## config.mk

```make
export PLATFORM = sky130hd
export DESIGN_NAME = hazard_scoreboard
export DESIGN_NICKNAME = d
export VERILOG_FILES = /design/src/rtl/hazard_scoreboard.sv
export SDC_FILE = /design/constraint.sdc
export NUM_CORES = 1
export LEC_CHECK = 0
export CORE_UTILIZATION = 50
export CTS_BUF_LIST = sky130_fd_sc_hd__clkbuf_8
export DETAILED_ROUTE_END_ITERATION = 7
export PLACE_DENSITY = 0.84
export SYNTH_ARGS = -nofsm -noshare
export SYNTH_HDL_FRONTEND = slang
export SYNTH_SLANG_ARGS = --single-unit
```

## constraint.sdc

```tcl
create_clock -name clk -period 9.6 [get_ports clk]
set_input_delay 1.92 -clock clk [delete_from_list [all_inputs] [get_ports clk]]
set_output_delay 1.92 -clock clk [all_outputs]
set_load 0.05 [all_outputs]
```

## src/rtl/hazard_scoreboard.sv

```systemverilog
`default_nettype none
// ============================================================================
// Module  : hazard_scoreboard
// Purpose : D-stage interlock. Tracks E/M/W writers and raises stall and forward selects.
//           Optional stall counter enabled by macro STALL_CNT_EN.
// Revision: 1.0 - initial release
// ============================================================================
module hazard_scoreboard #(
    parameter int REG_W = 5,
    parameter int T_W   = 2,
    parameter int CNT_W = 32
) (
    input  logic             clk,
    input  logic             reset,
    input  logic             d_valid,
    input  logic [REG_W-1:0] d_rs,
    input  logic [REG_W-1:0] d_rt,
    input  logic             d_read_rs,
    input  logic             d_read_rt,
    input  logic [T_W-1:0]   d_tuse_rs,
    input  logic [T_W-1:0]   d_tuse_rt,
    input  logic             d_write,
    input  logic [REG_W-1:0] d_des,
    input  logic [T_W-1:0]   d_tnew_e,
    output logic             stall,
    output logic [1:0]       fwd_rs,
    output logic [1:0]       fwd_rt,
    output logic [CNT_W-1:0] stall_cnt
);

    localparam int c_NUM_ST = 3;  // index 0 = E, 1 = M, 2 = W

    logic [c_NUM_ST-1:0] r_v;
    logic [REG_W-1:0]    r_des  [c_NUM_ST];
    logic [T_W-1:0]      r_tnew [c_NUM_ST];

    logic [REG_W-1:0]    w_src  [2];
    logic [1:0]          w_rd;
    logic [T_W-1:0]      w_tuse [2];
    logic [1:0]          w_src_stall;
    logic [1:0]          w_fwd  [2];
    logic                w_stall;

    function automatic logic [T_W-1:0] sat_dec(input logic [T_W-1:0] t);
        return (t == '0) ? '0 : t - T_W'(1);
    endfunction

    assign w_src[0]  = d_rs;
    assign w_src[1]  = d_rt;
    assign w_rd      = {d_read_rt, d_read_rs};
    assign w_tuse[0] = d_tuse_rs;
    assign w_tuse[1] = d_tuse_rt;

    for (genvar i = 0; i < 2; i++) begin : g_src
        logic           w_hit;
        logic [1:0]     w_code;
        logic [T_W-1:0] w_tnew;

        // Walk oldest to youngest so the youngest match overwrites older ones.
        always_comb begin
            w_hit  = 1'b0;
            w_code = 2'd0;
            w_tnew = '0;
            for (int k = c_NUM_ST - 1; k >= 0; k--) begin
                if (r_v[k] && (r_des[k] == w_src[i]) && (w_src[i] != '0) && w_rd[i]) begin
                    w_hit  = 1'b1;
                    w_code = 2'(k + 1);
                    w_tnew = r_tnew[k];
                end
            end
        end

        assign w_src_stall[i] = w_hit && (w_tnew > w_tuse[i]);
        assign w_fwd[i]       = (w_hit && (w_tnew == '0)) ? w_code : 2'd0;
    end

    assign w_stall = d_valid && (w_src_stall != 2'b00);
    assign stall   = w_stall;
    assign fwd_rs  = w_fwd[0];
    assign fwd_rt  = w_fwd[1];

    always_ff @(posedge clk or negedge reset) begin
        if (!reset) begin
            r_v <= '0;
            for (int k = 0; k < c_NUM_ST; k++) begin
                r_des[k]  <= '0;
                r_tnew[k] <= '0;
            end
        end else begin
            r_v[2]    <= r_v[1];
            r_des[2]  <= r_des[1];
            r_tnew[2] <= sat_dec(r_tnew[1]);
            r_v[1]    <= r_v[0];
            r_des[1]  <= r_des[0];
            r_tnew[1] <= sat_dec(r_tnew[0]);
            if (w_stall) begin
                r_v[0]    <= 1'b0;
                r_des[0]  <= '0;
                r_tnew[0] <= '0;
            end else begin
                r_v[0]    <= d_valid && d_write && (d_des != '0);
                r_des[0]  <= d_des;
                r_tnew[0] <= d_tnew_e;
            end
        end
    end

`ifdef STALL_CNT_EN
    logic [CNT_W-1:0] r_stall_cnt;

    always_ff @(posedge clk or negedge reset) begin
        if (!reset) begin
            r_stall_cnt <= '0;
        end else if (w_stall) begin
            r_stall_cnt <= r_stall_cnt + CNT_W'(1);
        end
    end

    assign stall_cnt = r_stall_cnt;
`else
    assign stall_cnt = '0;
`endif

endmodule
`default_nettype wire
```

==> results of run 1 <==
-- cell type report --
type | count | area [um2]
fill | 286 | 1280
multi-input combinational | 152 | 1050
sequential | 24 | 601
timing repair buffer | 31 | 310
tap | 46 | 57.6
clock buffer | 3 | 41.3
clock inverter | 1 | 30.0
inverter | 4 | 15.0
-- worst max-delay path: cells and delay by family --
family,cells,cell delay [ps]
simple gates,5,1410
buf+inv,2,1290
compound gates,3,880
xor+xnor,1,180
fa+ha+maj,1,280
-- flip-flops by register name, indices dropped and copies added (netlist names) --
register	count
r_des	15
r_tnew	6
r_v	3
-- per-layer routing --
layer | vias to the layer above | part of all wire [%]
met5 | - | 0
met1 | 631 | 47
met2 | 49 | 47
met3 | 8 | 3.8
li1 | 646 | -
met4 | 0 | 2.3
-- logic make-up after synthesis --
group | Yosys count | synth area share [%]
AOI/OAI and AO/OA | 19 | 10.4
xor gates and xnor gates | 30 | 14.6
adders and majority gates | 4 | 2.78
buffers and inverters | 37 | 14.8
DFF | 24 | 33.3
other | 1 | 0.208
and+or+nand+nor | 67 | 23.9
-- power breakdown --
part           internal, mW  switching (mW)  leakage, nW
combinational        0.0209          0.0461        0.575
sequential            0.106         0.00519        0.290
clock                0.0558          0.0340       0.0357
-- cell usage after synthesis (4+ instances only) --
library cell  number  area, um2
ha_1               4       50.1
dfrtp_1           24        601
inv_1              4       15.0
nand4_1            7       43.8
and3_1             4       25.0
xnor2_1           11       96.3
nor3b_1            7       52.6
nor4_1             4       25.0
nand3_1            5       25.0
buf_4             32        240
nand2_1            9       33.8
and2_1             8       50.1
o211ai_1           4       30.0
xor2_1            19        166
-- worst max-delay path by stage --
stage | start | to | slack [ps] | cells after the start
floorplan | d_rs[2] | fwd_rs[1] | 3070 | 5
CTS | d_rt[3] | stall | 1740 | 12
finish | d_rt[3] | stall | 1720 | 12
global placement | d_rs[2] | stall | 1830 | 11
detailed placement | d_rs[2] | stall | 1790 | 11
global route | d_rt[3] | stall | 1400 | 12
==> flow_metrics.tcl, run 1 <==
set metrics [dict create \
    worstReg2RegStart "r_des[8]" \
    avgRoutedWirePerCell_um 14.0 \
    dieArea_um2 3850 \
    vias_per_cell 5.11 \
    portBuffers 31 \
    vdd_ir_drop_max_v 0.0000898 \
    grt_pass1_vias 1232 \
    cp.arrival_ps 5960 \
    rr_endpoint "r_des[11]" \
    gp_congestion 0.857 \
    core_um2 3390 \
    synth_edf_count 0 \
    p_per_area_nw_per_um2 127 \
    grt-busiest-layer "met2" \
    numCtsBuffers 3 \
    ys_warn_count 0 \
    num_rows 21 \
    synthesis.area_um2 1800 \
    drt_pass1_iterations 4 \
    outcome "finished, final reports clean" \
    clkTransAtPathRegs_ps 90 \
    pre_cts_ws_ps 1790 \
    die_width_um 62.0 \
    hpwlAfterDp_mm 2.94 \
    hp-start "r_v[0]" \
    grt_overflow 0 \
    post-cts-setup-buffer-count 0 \
    cts_hold_buf 0 \
    ff2ff_setup_slack_ps 6350 \
    grt_start_max_net_pins 25 \
    drive_gt1_share_pct 6.98 \
    syn_avg_cell_area_um2 9.90 \
    post-place-cells 257 \
    holdWs_ps 406 \
    drt-initial-drc-count 41 \
    ys_ff_latch 24 \
    ys_async_sr_fraction_pct 100 \
    yosysSeqAreaShare_pct 33.3 \
    finalPower_mw 0.268 \
    clock_latency_ps 270 \
    crit_required_ps 7680 \
    maxCapViolCount 0 \
    use_met3_pct 2.69 \
    clockBufferDepth 2 \
    cts_tree "yes" \
    tightest_slew_ps 1080 \
    gr-usage-met2_pct 34.8 \
    grt_util_all_layers_pct 21.7 \
    fin_nets 247 \
    n_antenna_cell 0 \
    placed_area_um2 2030 \
    most-common-layout-cells "conb_1, clkdlybuf4s50_1, dfrtp_1" \
    critPathLaunchType "primary input" \
    design_area_um2 2110 \
    crit_slowest_cell "clkdlybuf4s50_1" \
    hold_viol_final 0 \
    cts_root_buf "clkbuf_8" \
    min_period_ps 7880 \
    final_common_cell "conb_1" \
    worstHoldPathCells 0 \
    layout.cells.non_filler 261 \
    hold_class "reg2reg" \
    min_to "r_v[1]" \
    finalCritPeriodShare_pct 82.1 \
    synth_cells 182 \
    rsz0062_at_grt "false" \
    vias 1334 \
    worstPathCellList "clkdlybuf4s50_1 > xor2_1 > nor4_1 > and3_1 > o211ai_1 > and2_1 > ha_1 > nor2b_1 > o21ai_0 > a311oi_2 > or2_1 > clkdlybuf4s50_1" \
    die_h_um 62.0 \
    cpMostUsedCell "clkdlybuf4s50_1" \
    slew_viol_final 0 \
    fin_util_pct 62.1 \
    worstPathMaxFanout 8 \
    clock_skew_ps 1.85 \
    cp-end-kind "output pin" \
    slew-limit-headroom_pct 27.9 \
    timing.final.ws_setup_ps 1720 \
    final_antenna_net_count 0 \
    drcViolationCount 0 \
    critPathKind "in2out" \
    ios 64 \
    yosys.cell_types.count 40 \
    fmax_ghz 0.127 \
    clock-sinks 24 \
    wirelength_mm 3.64 \
    met1_usage_pct 30.0 \
    fin_setup_tns_ps 0 \
    setup_viol 0 \
    area_growth_pct 16.9 \
    p_leak_nw 0.900 \
    grt_pass1_wl_mm 5.89 \
    h-tree-depth 1 \
    cts_resized 0 \
    max_stage_delay_ps 800 \
    antenna_found_initial 0 \
    start_util_pct 53.2 \
    synthFlopType "dfrtp_1" \
    r2r_cells 10 \
]
Power figures use the tool's default switching activity.
==> inputs of run 2 (changes only) <==
--- a/config.mk
+++ b/config.mk
@@ -5,10 +5,10 @@
 export SDC_FILE = /design/constraint.sdc
 export NUM_CORES = 1
 export LEC_CHECK = 0
-export CORE_UTILIZATION = 50
+export CORE_UTILIZATION = 42
 export CTS_BUF_LIST = sky130_fd_sc_hd__clkbuf_8
 export DETAILED_ROUTE_END_ITERATION = 7
-export PLACE_DENSITY = 0.84
+export PLACE_DENSITY = 0.75
 export SYNTH_ARGS = -nofsm -noshare
 export SYNTH_HDL_FRONTEND = slang
 export SYNTH_SLANG_ARGS = --single-unit
==> constraint.sdc (replaced) <==
create_clock -name clk -period 6.4 [get_ports clk]
set_input_delay 1.28 -clock clk [delete_from_list [all_inputs] [get_ports clk]]
set_output_delay 1.28 -clock clk [all_outputs]
set_load 0.05 [all_outputs]
==> flow_metrics.tcl, run 2 (synthesis results as in run 1) <==
set metrics [dict create \
    outcome "finished, final reports clean" \
    fin_setup_tns_ps 0 \
    gp_congestion 0.868 \
    finalCritPeriodShare_pct 92.1 \
    most-common-layout-cells "conb_1, clkdlybuf4s50_1, dfrtp_1" \
    p_int_mw 0.246 \
    gr-usage-met2_pct 30.8 \
    grt_util_all_layers_pct 18.4 \
    drive_gt1_share_pct 7.87 \
    design_area_um2 2110 \
    post-cts-setup-buffer-count 0 \
    wirelength_mm 3.61 \
    rr_endpoint "r_des[13]" \
    antenna_found_initial 0 \
    drt-initial-drc-count 35 \
    cp.arrival_ps 4610 \
    drt_pass1_iterations 4 \
    clockBufferDepth 2 \
    cts_hold_buf 0 \
    hold_viol_final 0 \
    ff2ff_setup_slack_ps 3220 \
    cts_resized 0 \
    avgRoutedWirePerCell_um 13.6 \
    critPathKind "in2out" \
    critPathLaunchType "primary input" \
    grt-busiest-layer "met2" \
    grt_overflow 0 \
    min_period_ps 5890 \
    num_rows 23 \
    rsz0062_at_grt "false" \
    h-tree-depth 1 \
    numCtsBuffers 3 \
    tightest_slew_ps 1050 \
    worstPathMaxFanout 8 \
    power_frac_clock_pct 27.8 \
    pre_cts_ws_ps 522 \
    vias_per_cell 5.09 \
    cp-end-kind "output pin" \
    p_leak_nw 0.903 \
    final_common_cell "conb_1" \
    n_antenna_cell 0 \
    final_antenna_net_count 0 \
    largest_register "r_des" \
    hold_class "reg2reg" \
    slew-limit-headroom_pct 30.1 \
    worstHoldPathCells 0 \
    die_h_um 67.5 \
    fmax_ghz 0.170 \
    portBuffers 31 \
    crit_end "stall" \
    start_util_pct 44.4 \
    p_per_area_nw_per_um2 175 \
    maxCapViolCount 0 \
    cts_root_buf "clkbuf_8" \
    clock-sinks 24 \
    ios 64 \
    fin_util_pct 52.1 \
    dieArea_um2 4560 \
    startpoint "d_rs[2]" \
    placed_area_um2 2060 \
    largest_reg_flops 15 \
    sequentialPowerShare_pct 45.2 \
    slew_viol_final 0 \
    clock_skew_ps 4.80 \
    use_met3_pct 2.03 \
    met1_usage_pct 23.5 \
    pwr-share-comb_pct 27.1 \
    crit_required_ps 5120 \
    core_um2 4060 \
    area_growth_pct 17.2 \
    r2r_cells 11 \
    grt_start_max_net_pins 25 \
    drcViolationCount 0 \
    clock_latency_ps 270 \
    sw_frac_of_total_pct 33.7 \
    p_switching_mw 0.125 \
    timing.final.ws_setup_ps 507 \
    n_fill_cell 379 \
    setup_viol 0 \
    fin_nets 248 \
    cts_tree "yes" \
    finalPower_mw 0.371 \
    clkTransAtPathRegs_ps 80 \
    worstReg2RegStart "r_des[8]" \
    vias 1353 \
    grt_pass1_vias 1351 \
    die_width_um 67.5 \
    hpwlAfterDp_mm 2.92 \
    vdd_ir_drop_max_v 0.0000869 \
    reg_top3 "r_des (15), r_tnew (6), r_v (3)" \
    grt_pass1_wl_mm 6.06 \
]
==> run 2: changes by cell type in the layout (fill, tap and decap cells not counted), sizes merged <==
cell / delta
bufinv: -1
clkbuf: +1
buf: +2
clkdlybuf4s50: -1
==> run 2: power by group through the flow <==
stage | combinational, mW | clock [mW] | sequential (mW)
2_1_floorplan | 0.0862 | 0 | 0.168
6_report | 0.100 | 0.103 | 0.167
3_5_place_dp | 0.0999 | 0 | 0.170
4_1_cts | 0.100 | 0.107 | 0.167
3_3_place_gp | 0.0989 | 0 | 0.170
5_1_grt | 0.108 | 0.115 | 0.168
==> run 2: worst min-delay path by stage <==
stage | start | end | slack (ps)
finish | r_v[1] | r_v[2] | 400
global route | r_v[1] | r_v[2] | 420
CTS | r_v[1] | r_v[2] | 400
detailed placement | r_v[1] | r_v[2] | 380
global placement | r_v[1] | r_v[2] | 370
floorplan | r_v[1] | r_v[2] | 360
==> run 2: worst max-delay path, cell delays in order <==
cell	delay, ps
clkdlybuf4s50_1	520
or4_4	590
o211a_4	260
a2111o_1	400
a31oi_4	220
ha_1	260
nor2b_1	130
o21ai_0	360
a311oi_4	130
or2_1	300
buf_12	160
==> run 2: layer usage <==
metal	vias to the layer above	part of all wire (%)
met1	643	45
met3	4	5.2
met4	0	0.67
met2	62	49
met5	-	0
li1	644	-
==> run 2: metrics by stage <==
step / cells / hold WS, ps
floorplan: 213 / 359
global placement: 262 / 372
detailed placement: 262 / 381
CTS: 266 / 399
global route: 266 / 422
finish: 266 / 403
==> run 2: final cells by class <==
type                    count  area [um2]  share of cell area, %
inverters                   4        15.0                  0.711
repair buffers             32         328                   15.5
clock buffers               4        55.1                   2.61
multi-input cells         152        1050                   49.8
flip-flops and latches     24         601                   28.4
well taps                  50        62.6                   2.96
==> inputs of run 3 (changes only) <==
--- a/config.mk
+++ b/config.mk
@@ -7,7 +7,9 @@
 export LEC_CHECK = 0
 export CORE_UTILIZATION = 42
 export CTS_BUF_LIST = sky130_fd_sc_hd__clkbuf_8
+export CTS_CLUSTER_SIZE = 40
 export DETAILED_ROUTE_END_ITERATION = 7
+export MAX_ROUTING_LAYER = met4
 export PLACE_DENSITY = 0.75
 export SYNTH_ARGS = -nofsm -noshare
 export SYNTH_HDL_FRONTEND = slang
==> flow_metrics.tcl, run 3 (synthesis results as in run 1) <==
set metrics [dict create \
    cp-end-kind "output pin" \
    p_per_area_nw_per_um2 175 \
    die_h_um 67.5 \
    vdd_ir_drop_max_v 0.0000869 \
    antenna_found_initial 0 \
    fin_setup_tns_ps 0 \
    clock_skew_ps 3.55 \
    drive_gt1_share_pct 7.87 \
    largest_reg_flops 15 \
    n_antenna_cell 0 \
    final_common_cell "conb_1" \
    grt_start_max_net_pins 25 \
    post-cts-setup-buffer-count 0 \
    slew_viol_final 0 \
    ios 64 \
    p_leak_nw 0.903 \
    final_antenna_net_count 0 \
    vias_per_cell 5.02 \
    area_growth_pct 17.2 \
    max_stage_delay_ps 590 \
    timing.final.ws_setup_ps 507 \
    hpwlAfterDp_mm 2.92 \
    r2r_cells 11 \
    cts_resized 0 \
    fmax_ghz 0.170 \
    slew-limit-headroom_pct 29.1 \
    drt-initial-drc-count 38 \
    grt_pass1_vias 1350 \
    h-tree-depth 1 \
    start_util_pct 44.4 \
    reg_top3 "r_des (15), r_tnew (6), r_v (3)" \
    clkTransAtPathRegs_ps 80 \
    outcome "finished, final reports clean" \
    fin_nets 248 \
    cts_tree "yes" \
    cts_root_buf "clkbuf_8" \
    tightest_slew_ps 1060 \
    avgRoutedWirePerCell_um 13.6 \
    critPathLaunchType "primary input" \
    portBuffers 31 \
    hold_viol_final 0 \
    rsz0062_at_grt "false" \
    pre_cts_ws_ps 522 \
    hold_class "reg2reg" \
    critPathKind "in2out" \
    num_rows 23 \
    die_width_um 67.5 \
    most-common-layout-cells "conb_1, clkdlybuf4s50_1, dfrtp_1" \
    wirelength_mm 3.62 \
    worstPathCellList "clkdlybuf4s50_1 > or4_4 > o211a_4 > a2111o_1 > a31oi_4 > ha_1 > nor2b_1 > o21ai_0 > a311oi_4 > or2_1 > buf_12" \
    grt_pass1_wl_mm 6.05 \
    cts_hold_buf 0 \
    min_period_ps 5890 \
    core_um2 4060 \
    layout.cells.non_filler 266 \
    clockBufferDepth 2 \
    worstHoldPathCells 0 \
    crit_slowest_cell "or4_4" \
    grt_util_all_layers_pct 18.9 \
    cp.arrival_ps 4610 \
    drcViolationCount 0 \
    clock_latency_ps 270 \
    dieArea_um2 4560 \
    maxCapViolCount 0 \
    finalCritPeriodShare_pct 92.1 \
    setup_viol 0 \
    drt_pass1_iterations 4 \
    post-place-cells 262 \
    largest_register "r_des" \
    grt_overflow 0 \
    ff2ff_setup_slack_ps 3230 \
    gp_congestion 0.883 \
    vias 1334 \
    clock-sinks 24 \
    worstPathMaxFanout 8 \
    numCtsBuffers 3 \
    crit_required_ps 5120 \
]
-- run 3: cell counts in the layout (fill, tap and decap cells not counted) --
Identical to the previous run, type by type.
-- run 3: worst paths after layout --
check,startpoint,end
min in group asynchronous,reset,r_des[7]
min,r_v[1],r_v[2]
max,d_rs[2],stall
min reg2reg,r_v[1],r_v[2]
max in group asynchronous,reset,r_des[2]
max reg2reg,r_des[8],r_des[13]
-- run 3: metal layers --
metal	vias up	wire, um	share of wire (%)	global-route usage (%)
met5	-	0	0	-
met1	638	1700	47	23.3
met2	50	1760	49	30.9
li1	644	-	-	-
met4	0	15	0.41	8.78
met3	2	148	4.1	2.03
-- run 3: power breakdown --
| part | total, mW | internal (mW) | switching, mW |
|---|---|---|---|
| clock network | 0.103 | 0.0549 | 0.0478 |
| logic | 0.100 | 0.0313 | 0.0689 |
| registers | 0.167 | 0.159 | 0.00812 |
| total | 0.370 | 0.246 | 0.125 |
-- run 3: critical path, delay by kind of cell --
kind | cells | cell delay (ps)
buffers and inverters | 2 | 680
AND/OR/NAND/NOR | 3 | 1020
AO/OA/AOI/OAI | 5 | 1360
adder cells (fa/ha/maj) | 1 | 260
-- run 3: through the flow --
step | util, % | hold WS [ps] | total power [mW] | area (um2)
final | 52.1 | 404 | 0.370 | 2110
after global routing | 52.1 | 422 | 0.391 | 2110
after CTS | 52.1 | 399 | 0.375 | 2110
after detailed placement | 50.7 | 381 | 0.270 | 2060
after global placement | 50.7 | 372 | 0.269 | 2060
after floorplan | - | 359 | 0.254 | 1920
-- run 3: area by class of cell --
| cell class | count | area, um2 |
|---|---|---|
| fill | 379 | 1950 |
| sequential | 24 | 601 |
| clock buffer | 4 | 55.1 |
| inverter | 4 | 15.0 |
| multi-input combinational | 152 | 1050 |
| timing repair buffer | 32 | 328 |
| tap | 50 | 62.6 |
